**src/rtl/cursor_blink_timer.sv**
```systemverilog
// Cursor blink generator: CB high for on_len cycles, low for off_len cycles, with restart/stop/hold.
// Optional blink-count limit with a done pulse when built with CURSOR_BLINK_LIMIT_EN.
module cursor_blink_timer #(
  parameter int WIDTH       = 24,
  parameter int ON_DEFAULT  = 6000000,
  parameter int OFF_DEFAULT = 6000000
) (
  input  logic             clk,
  input  logic             rst,
  input  logic             init,
  input  logic             stop,
  input  logic             hold,
  input  logic             load,
  input  logic [WIDTH-1:0] on_len_in,
  input  logic [WIDTH-1:0] off_len_in,
  output logic             CB,
  output logic             phase_tog,
  output logic             busy,
  output logic [WIDTH-1:0] cnt
`ifdef CURSOR_BLINK_LIMIT_EN
  ,
  input  logic [15:0]      max_blinks,
  output logic             done
`endif
);

  // state | meaning
  // IDLE  | not blinking, cursor off
  // ON    | cursor visible, counting on_len cycles
  // OFF   | cursor hidden, counting off_len cycles
  localparam logic [1:0] S_IDLE = 2'd0;
  localparam logic [1:0] S_ON   = 2'd1;
  localparam logic [1:0] S_OFF  = 2'd2;

  localparam logic [WIDTH-1:0] ONE     = {{(WIDTH-1){1'b0}}, 1'b1};
  localparam logic [WIDTH-1:0] ON_RST  = (ON_DEFAULT == 0) ? ONE : WIDTH'(ON_DEFAULT);
  localparam logic [WIDTH-1:0] OFF_RST = (OFF_DEFAULT == 0) ? ONE : WIDTH'(OFF_DEFAULT);

  logic [1:0]       state;
  logic [WIDTH-1:0] cur_len;
  logic [WIDTH-1:0] on_len;
  logic [WIDTH-1:0] off_len;
  logic             phase_end;

`ifdef CURSOR_BLINK_LIMIT_EN
  logic [15:0] blink_limit;
  logic [15:0] blink_tally;
  logic        last_blink;

  assign last_blink = (blink_limit != 16'd0) && ((blink_tally + 16'd1) == blink_limit);
`endif

  assign phase_end = (cnt == (cur_len - ONE));

  // A zero length would never terminate a phase, so it is stored as 1.
  always_ff @(posedge clk or negedge rst) begin
    if (!rst) begin
      on_len  <= ON_RST;
      off_len <= OFF_RST;
    end else if (load) begin
      on_len  <= (on_len_in == '0) ? ONE : on_len_in;
      off_len <= (off_len_in == '0) ? ONE : off_len_in;
    end
  end

  always_ff @(posedge clk or negedge rst) begin
    if (!rst) begin
      state     <= S_IDLE;
      cnt       <= '0;
      cur_len   <= '0;
      CB        <= 1'b0;
      busy      <= 1'b0;
      phase_tog <= 1'b0;
`ifdef CURSOR_BLINK_LIMIT_EN
      blink_limit <= 16'd0;
      blink_tally <= 16'd0;
      done        <= 1'b0;
`endif
    end else begin
      phase_tog <= 1'b0;
`ifdef CURSOR_BLINK_LIMIT_EN
      done <= 1'b0;
`endif
      if (stop) begin
        state   <= S_IDLE;
        cnt     <= '0;
        cur_len <= '0;
        CB      <= 1'b0;
        busy    <= 1'b0;
`ifdef CURSOR_BLINK_LIMIT_EN
        blink_tally <= 16'd0;
`endif
      end else if (init) begin
        state   <= S_ON;
        cnt     <= '0;
        cur_len <= on_len;
        CB      <= 1'b1;
        busy    <= 1'b1;
`ifdef CURSOR_BLINK_LIMIT_EN
        blink_tally <= 16'd0;
        blink_limit <= max_blinks;
`endif
      end else if (!hold && (state != S_IDLE)) begin
        if (phase_end) begin
          phase_tog <= 1'b1;
          cnt       <= '0;
          if (state == S_ON) begin
            state   <= S_OFF;
            cur_len <= off_len;
            CB      <= 1'b0;
          end else begin
`ifdef CURSOR_BLINK_LIMIT_EN
            if (last_blink) begin
              state   <= S_IDLE;
              cur_len <= '0;
              CB      <= 1'b0;
              busy    <= 1'b0;
              done    <= 1'b1;
            end else begin
              if (blink_limit != 16'd0) blink_tally <= blink_tally + 16'd1;
              state   <= S_ON;
              cur_len <= on_len;
              CB      <= 1'b1;
            end
`else
            state   <= S_ON;
            cur_len <= on_len;
            CB      <= 1'b1;
`endif
          end
        end else begin
          cnt <= cnt + ONE;
        end
      end
    end
  end

endmodule

```
**config.mk**
```make
export PLATFORM = sky130hd
export DESIGN_NAME = cursor_blink_timer
export DESIGN_NICKNAME = d
export VERILOG_FILES = /design/src/rtl/cursor_blink_timer.sv
export SDC_FILE = /design/constraint.sdc
export NUM_CORES = 1
export LEC_CHECK = 0
export CORE_MARGIN = 8
export CORE_UTILIZATION = 59
export CTS_CLUSTER_DIAMETER = 120
export DETAILED_ROUTE_END_ITERATION = 8
export PLACE_DENSITY = 0.84
export REMOVE_ABC_BUFFERS = 1
export SLEW_MARGIN = 20
export SYNTH_ARGS = -nofsm -noshare
export SYNTH_HDL_FRONTEND = slang
export SYNTH_SLANG_ARGS = --single-unit
```
**constraint.sdc**
```tcl
create_clock -name clk -period 5.3 [get_ports clk]
set_input_delay 1.06 -clock clk [delete_from_list [all_inputs] [get_ports clk]]
set_output_delay 1.06 -clock clk [all_outputs]
set_load 0.01 [all_outputs]
```
### Word-level counts from Yosys, hierarchy flattened

Cells that the tools add are included.

* register bits: 101
* output and inout port bits: 27
* logic and storage cells: 48

* $add $sub $neg: 2
* eq/ne operators: 2
* muxes and demuxes: 27
* reduce and logical (&&, ||, !) cells: 9

Operators by type and width (count)
* 24-bit two-way mux: 11
* 24-bit logical NOT: 2
* 24-bit by 1-bit adder with 24-bit output, second input constant: 1
* 24-bit equality test: 1
* 24-bit by 1-bit subtractor with 24-bit output, second input constant: 1
* 1-bit two-way mux: 11
* 2-bit two-way mux: 5
* 3-bit nonzero test: 2
* 2-bit nonzero test: 2
* 2-bit by 1-bit equality test with 1-bit output, second input constant: 1
* 2-bit AND reduction: 1
* 1-bit logical AND: 1
* 1-bit logical NOT: 1

### Logic depth before layout (Yosys ltp)

* word-level depth: 6
* depth in mapped cells: 13

### Worst setup path before layout

Ideal clock, no wire load.

* path kind: flip-flop to flip-flop
* start point: reg cur_len[16]
* end point: reg state[0]
* setup time: 0.128 ns
* arrival: 3.149 ns
* slack: 2.024 ns
* stages on the path, launching flop included: 12
* path buffers: 3
* cell sequence: dfrtp_1 > buf_6 > or4_4 > or3_4 > or4_1 > a211oi_1 > nand4_1 > nor3_2 > a31o_2 > buf_6 > buf_12 > mux2_1

* cells in the longest elaborated chain, start to end: 4

Ends and longest elaborated chain
* from (decl): RTL line 40 `logic [WIDTH-1:0] cur_len;`
* from (signal assigned): RTL line 96 `cur_len <= on_len;`
* from (signal assigned): RTL line 109 `cur_len <= off_len;`
* from (signal assigned): RTL line 127 `cur_len <= on_len;`
* 24-bit by 1-bit subtractor with 24-bit output: RTL line 53 `assign phase_end = (cnt == (cur_len - ONE));`
* 24-bit equality test: RTL line 53
* 3-bit nonzero test (no source line)
* 2-bit AND reduction (no source line)
* to (signal assigned): RTL line 68 `state <= S_IDLE;`
* to (signal assigned): RTL line 85 `state <= S_IDLE;`
* to (signal assigned): RTL line 94 `state <= S_ON;`
* to (decl): RTL line 39 `logic [1:0] state;`

No other way between the ends.
A chain may end at the register's enable or synchronous reset.

### Worst setup path in the final report

* start point: reg cur_len[0]
* end point: reg cur_len[3]

* cells in the longest elaborated chain, start to end: 4

Ends and longest elaborated chain (RTL line)
* 24-bit by 1-bit subtractor with 24-bit output: 53
* 24-bit equality test: 53
* 3-bit nonzero test (no source line)
* 2-bit AND reduction (no source line)

No other way between the ends.

==> results by group <==
Outcome
  – Status: complete, no violations

Timing
  – Final Slew Violations: 0
  – Final setup fails: 0
  – Fin crit share: 0.768
  – Rel. slew slack: 0.290
  – Worst-case clock skew: 0.0192 ns
  – Setup TNS: 0 ns
  – Min Clock Period, post-route: 4.07 ns
  – Least-Margin Pin Slew: 1.06 ns
  – Hold WS: 0.515 ns
  – RSZ-0062 raised after global routing: false
  – Fmax: 246 MHz
  – Final hold vios: 0

Synthesis
  – EDFF count, synth: 0
  – Flops & latches, synth: 100
  – Largest family of logic cells by synthesized area: multiplexers
  – Compound-Gate Fraction of Synth Area: 0.0964
  – Synth unique cells: 59
  – Top_reg_cell synth: dfrtp_1
  – Synth Warn #: 0
  – Post-synthesis cell count: 479
  – Post-synthesis async set-or-reset flop share: 1.00
  – Simple-Gate Fraction of Synth Area: 0.151
  – Synth Cell Area: 5320 sq um
  – Synth Area in XOR/XNOR: 0.0806
  – Post-Synth Adder-Cell Area: 0.00470
  – Mux share of post-synthesis cell area: 0.157
  – Synthesized area per cell: 11.1 sq um
  – Sequential fraction of the synthesis area: 0.475

Power
  – Register share of total power: 0.526
  – Worst-case vdd ir drop: 0.000192 V
  – Switch share: 0.297
  – Clock share of power: 0.279
  – Int Power: 0.00120 W
  – Static leakage: 2.55 nW
  – Switching power total: 0.000507 W
  – Gate power share: 0.195
  – Power density over the cells: 270 nW/um^2

Clock network
  – # hold bufs at CTS: 0
  – CTS max path bufs: 2
  – CTS tree: yes
  – Post-CTS sizing: 0
  – Later-pin clock latency in the skew report: 0.38 ns
  – Post-CTS Setup Repair Bufs: 0
  – Clock Sink Count: 100
  – H-tree depth: 3
  – Clock transition at path regs: 0.09 ns
  – CTS buffer count: 9
  – CTS root buffer: clkbuf_8

GRT
  – First-pass GRT wire length: 20.2 mm
  – Largest net degree at the start of global routing: 67
  – Global route overflow: 0
  – Initial antenna violation count: 0
  – Overall Global Routing Usage: 0.197
  – Vias in the first global route: 4097

Floorplan
  – Initial core utilization: 0.610
  – Die X: 111 microns
  – Cell Rows: 34
  – Die area: 12300 sq um
  – Boundary Pins: 81
  – Core Box Area: 8720 sq um
  – Die height: 111 microns

Routing
  – DR WL/cell: 18.6 microns
  – Initial DRC count: 132
  – Post-route ant nets: 0
  – Final WL: 12.3 mm
  – Drt drc: 0
  – DRT Pass-1 Iters: 5
  – Via density per instance: 6.13
  – Via count: 4044

Setup path
  – Slowest Stage Delay on Critical Path: 0.70 ns
  – Crit path DAT: 4.32 ns
  – Crit path max-delay family: simple AND/OR/NAND/NOR gates
  – Startpoint Class: flop
  – CP max-delay cell: nor4b_1
  – Critical Path RT: 5.55 ns
  – Critical path, cell by cell: inv_1, ha_1, nor4b_1, nand4_1, o31ai_1, nand4_1, nor3_2, a31o_2, buf_4, mux2_2
  – Bufs and invs on worst path: 2
  – Worst setup path class: flop to flop
  – Critical path's most frequent cell: nand4_1
  – Worst setup EP type: flop
  – Worst-path fanout max: 25

Placement
  – Buffers on Ports: 80
  – HPWL Detailed: 9.19 mm
  – Placed insts: 644
  – Final RePlAce weighted congestion: 0.887
  – Placed cell area: 6130 sq um

Job
  – Max-Cap Viols: 0

Finish
  – Layout Cells excl Fill: 660
  – Post-route cell area: 6320 sq um
  – Final core utilization: 0.725
  – Layout filler cell count: 594
  – Fraction of layout cells with a size suffix above 1: 0.214
  – Area Growth Syn to Fin: 18.7%
  – Ant diodes: 0
  – Final Net Count: 603

Min path
  – Hold WC Path Type: flop to flop
-- registers in the layout, summed over array words and instances, names as in the netlist --
register   flops
busy           1
cnt           24
cur_len       24
off_len       24
on_len        24
phase_tog      1
state          2
-- routing by layer --
metal | wire, microns | global-route usage | vias to the layer above
met5 | 0 | 0 | -
met4 | 269 | 0.0901 | 0
met3 | 653 | 0.0325 | 23
met2 | 5940 | 0.314 | 150
met1 | 5430 | 0.256 | 1984
li1 | - | - | 1887
-- stage by stage --
stage | total power [W] | setup slack, ns
CTS | 0.00172 | 1.30
detailed placement | 0.00124 | 1.32
global route | 0.00178 | 0.998
finish | 0.00171 | 1.23
global placement | 0.00123 | 1.45
floorplan | 0.00111 | 1.71
-- cell usage in the layout (no fill, tap or decap), types with 5 or more instances in the layout --
master / n
clkdlybuf4s50_1: 78
nand2_1: 12
a22oi_1: 5
nor2_1: 55
dfrtp_1: 80
mux2_2: 66
nor4_1: 16
inv_1: 10
clkbuf_8: 10
a22o_1: 21
nand3_1: 10
buf_4: 5
a21oi_1: 6
mux2i_1: 7
dfstp_2: 20
xor2_1: 22
xnor2_1: 27
nand4_1: 13
and3_1: 6
nor3_1: 10
-- worst reg2reg max path: stages, from the launching register on --
cell,delay [ns]
dfrtp_1,0.44
inv_1,0.11
ha_1,0.22
nor4b_1,0.70
nand4_1,0.41
o31ai_1,0.41
nand4_1,0.17
nor3_2,0.18
a31o_2,0.51
buf_4,0.42
mux2_2,0.39
-- cell families after synthesis --
family	Yosys count
compound gates	65
xor+xnor	49
fa+ha+maj	2
buf+inv	37
flops	100
mux	75
simple gates	151
-- cell usage after synthesis, types with 3 or more instances --
master,n,share of area
o21ai_0,3,0.0028
a211oi_1,3,0.0042
xor2_1,22,0.036
o211ai_1,3,0.0042
clkbuf_1,14,0.0099
nor2_1,55,0.039
nor4b_1,3,0.0049
nor4_1,16,0.019
a31oi_1,3,0.0035
nand3b_1,3,0.0042
dfrtp_1,80,0.38
buf_1,6,0.0042
buf_6,4,0.0085
a22oi_1,5,0.0071
nand2_1,12,0.0085
mux2_2,66,0.14
nand4_1,13,0.015
mux2i_1,7,0.013
a21oi_1,6,0.0056
a22o_1,21,0.035
nand3_1,10,0.0094
dfstp_2,20,0.099
and4_1,4,0.0066
nand2b_1,4,0.0047
or4_1,3,0.0042
xnor2_1,27,0.044
nor3_1,10,0.0094
and3_1,6,0.0071
inv_1,10,0.0071
o31ai_1,3,0.0042
-- cell type report --
type / instances / area (sq um) / share of cell area
timing repair buffer: 84 / 823 / 0.130
clock inverter: 6 / 53.8 / 0.00851
sequential: 100 / 2530 / 0.400
inverter: 10 / 37.5 / 0.00594
multi-input combinational: 342 / 2610 / 0.412
clock buffer: 10 / 138 / 0.0218
tap: 108 / 135 / 0.0214
-- final timing paths --
| path | from | endpoint | slack (ns) | cells past startpoint |
|---|---|---|---|---|
| max reg2reg | cur_len[0] | cur_len[3] | 1.23 | 10 |
| max | cur_len[0] | cur_len[3] | 1.23 | 10 |
| max in group asynchronous | rst | on_len[16] | 3.56 | 2 |
| min | on_len[4] | on_len[4] | 0.51 | 1 |
| min in group asynchronous | rst | on_len[5] | 0.76 | 1 |
| min reg2reg | on_len[4] | on_len[4] | 0.51 | 1 |
-- power by group through the flow --
| stage | Combinational (W) | Clock, W | Sequential (W) |
|---|---|---|---|
| finish | 0.000333 | 0.000476 | 0.000898 |
| global route | 0.000362 | 0.000511 | 0.000906 |
| CTS | 0.000332 | 0.000489 | 0.000896 |
| detailed placement | 0.000330 | 0 | 0.000911 |
| global placement | 0.000323 | 0 | 0.000905 |
| floorplan | 0.000214 | 0 | 0.000891 |
No activity file was read; power rests on OpenSTA's default activity.
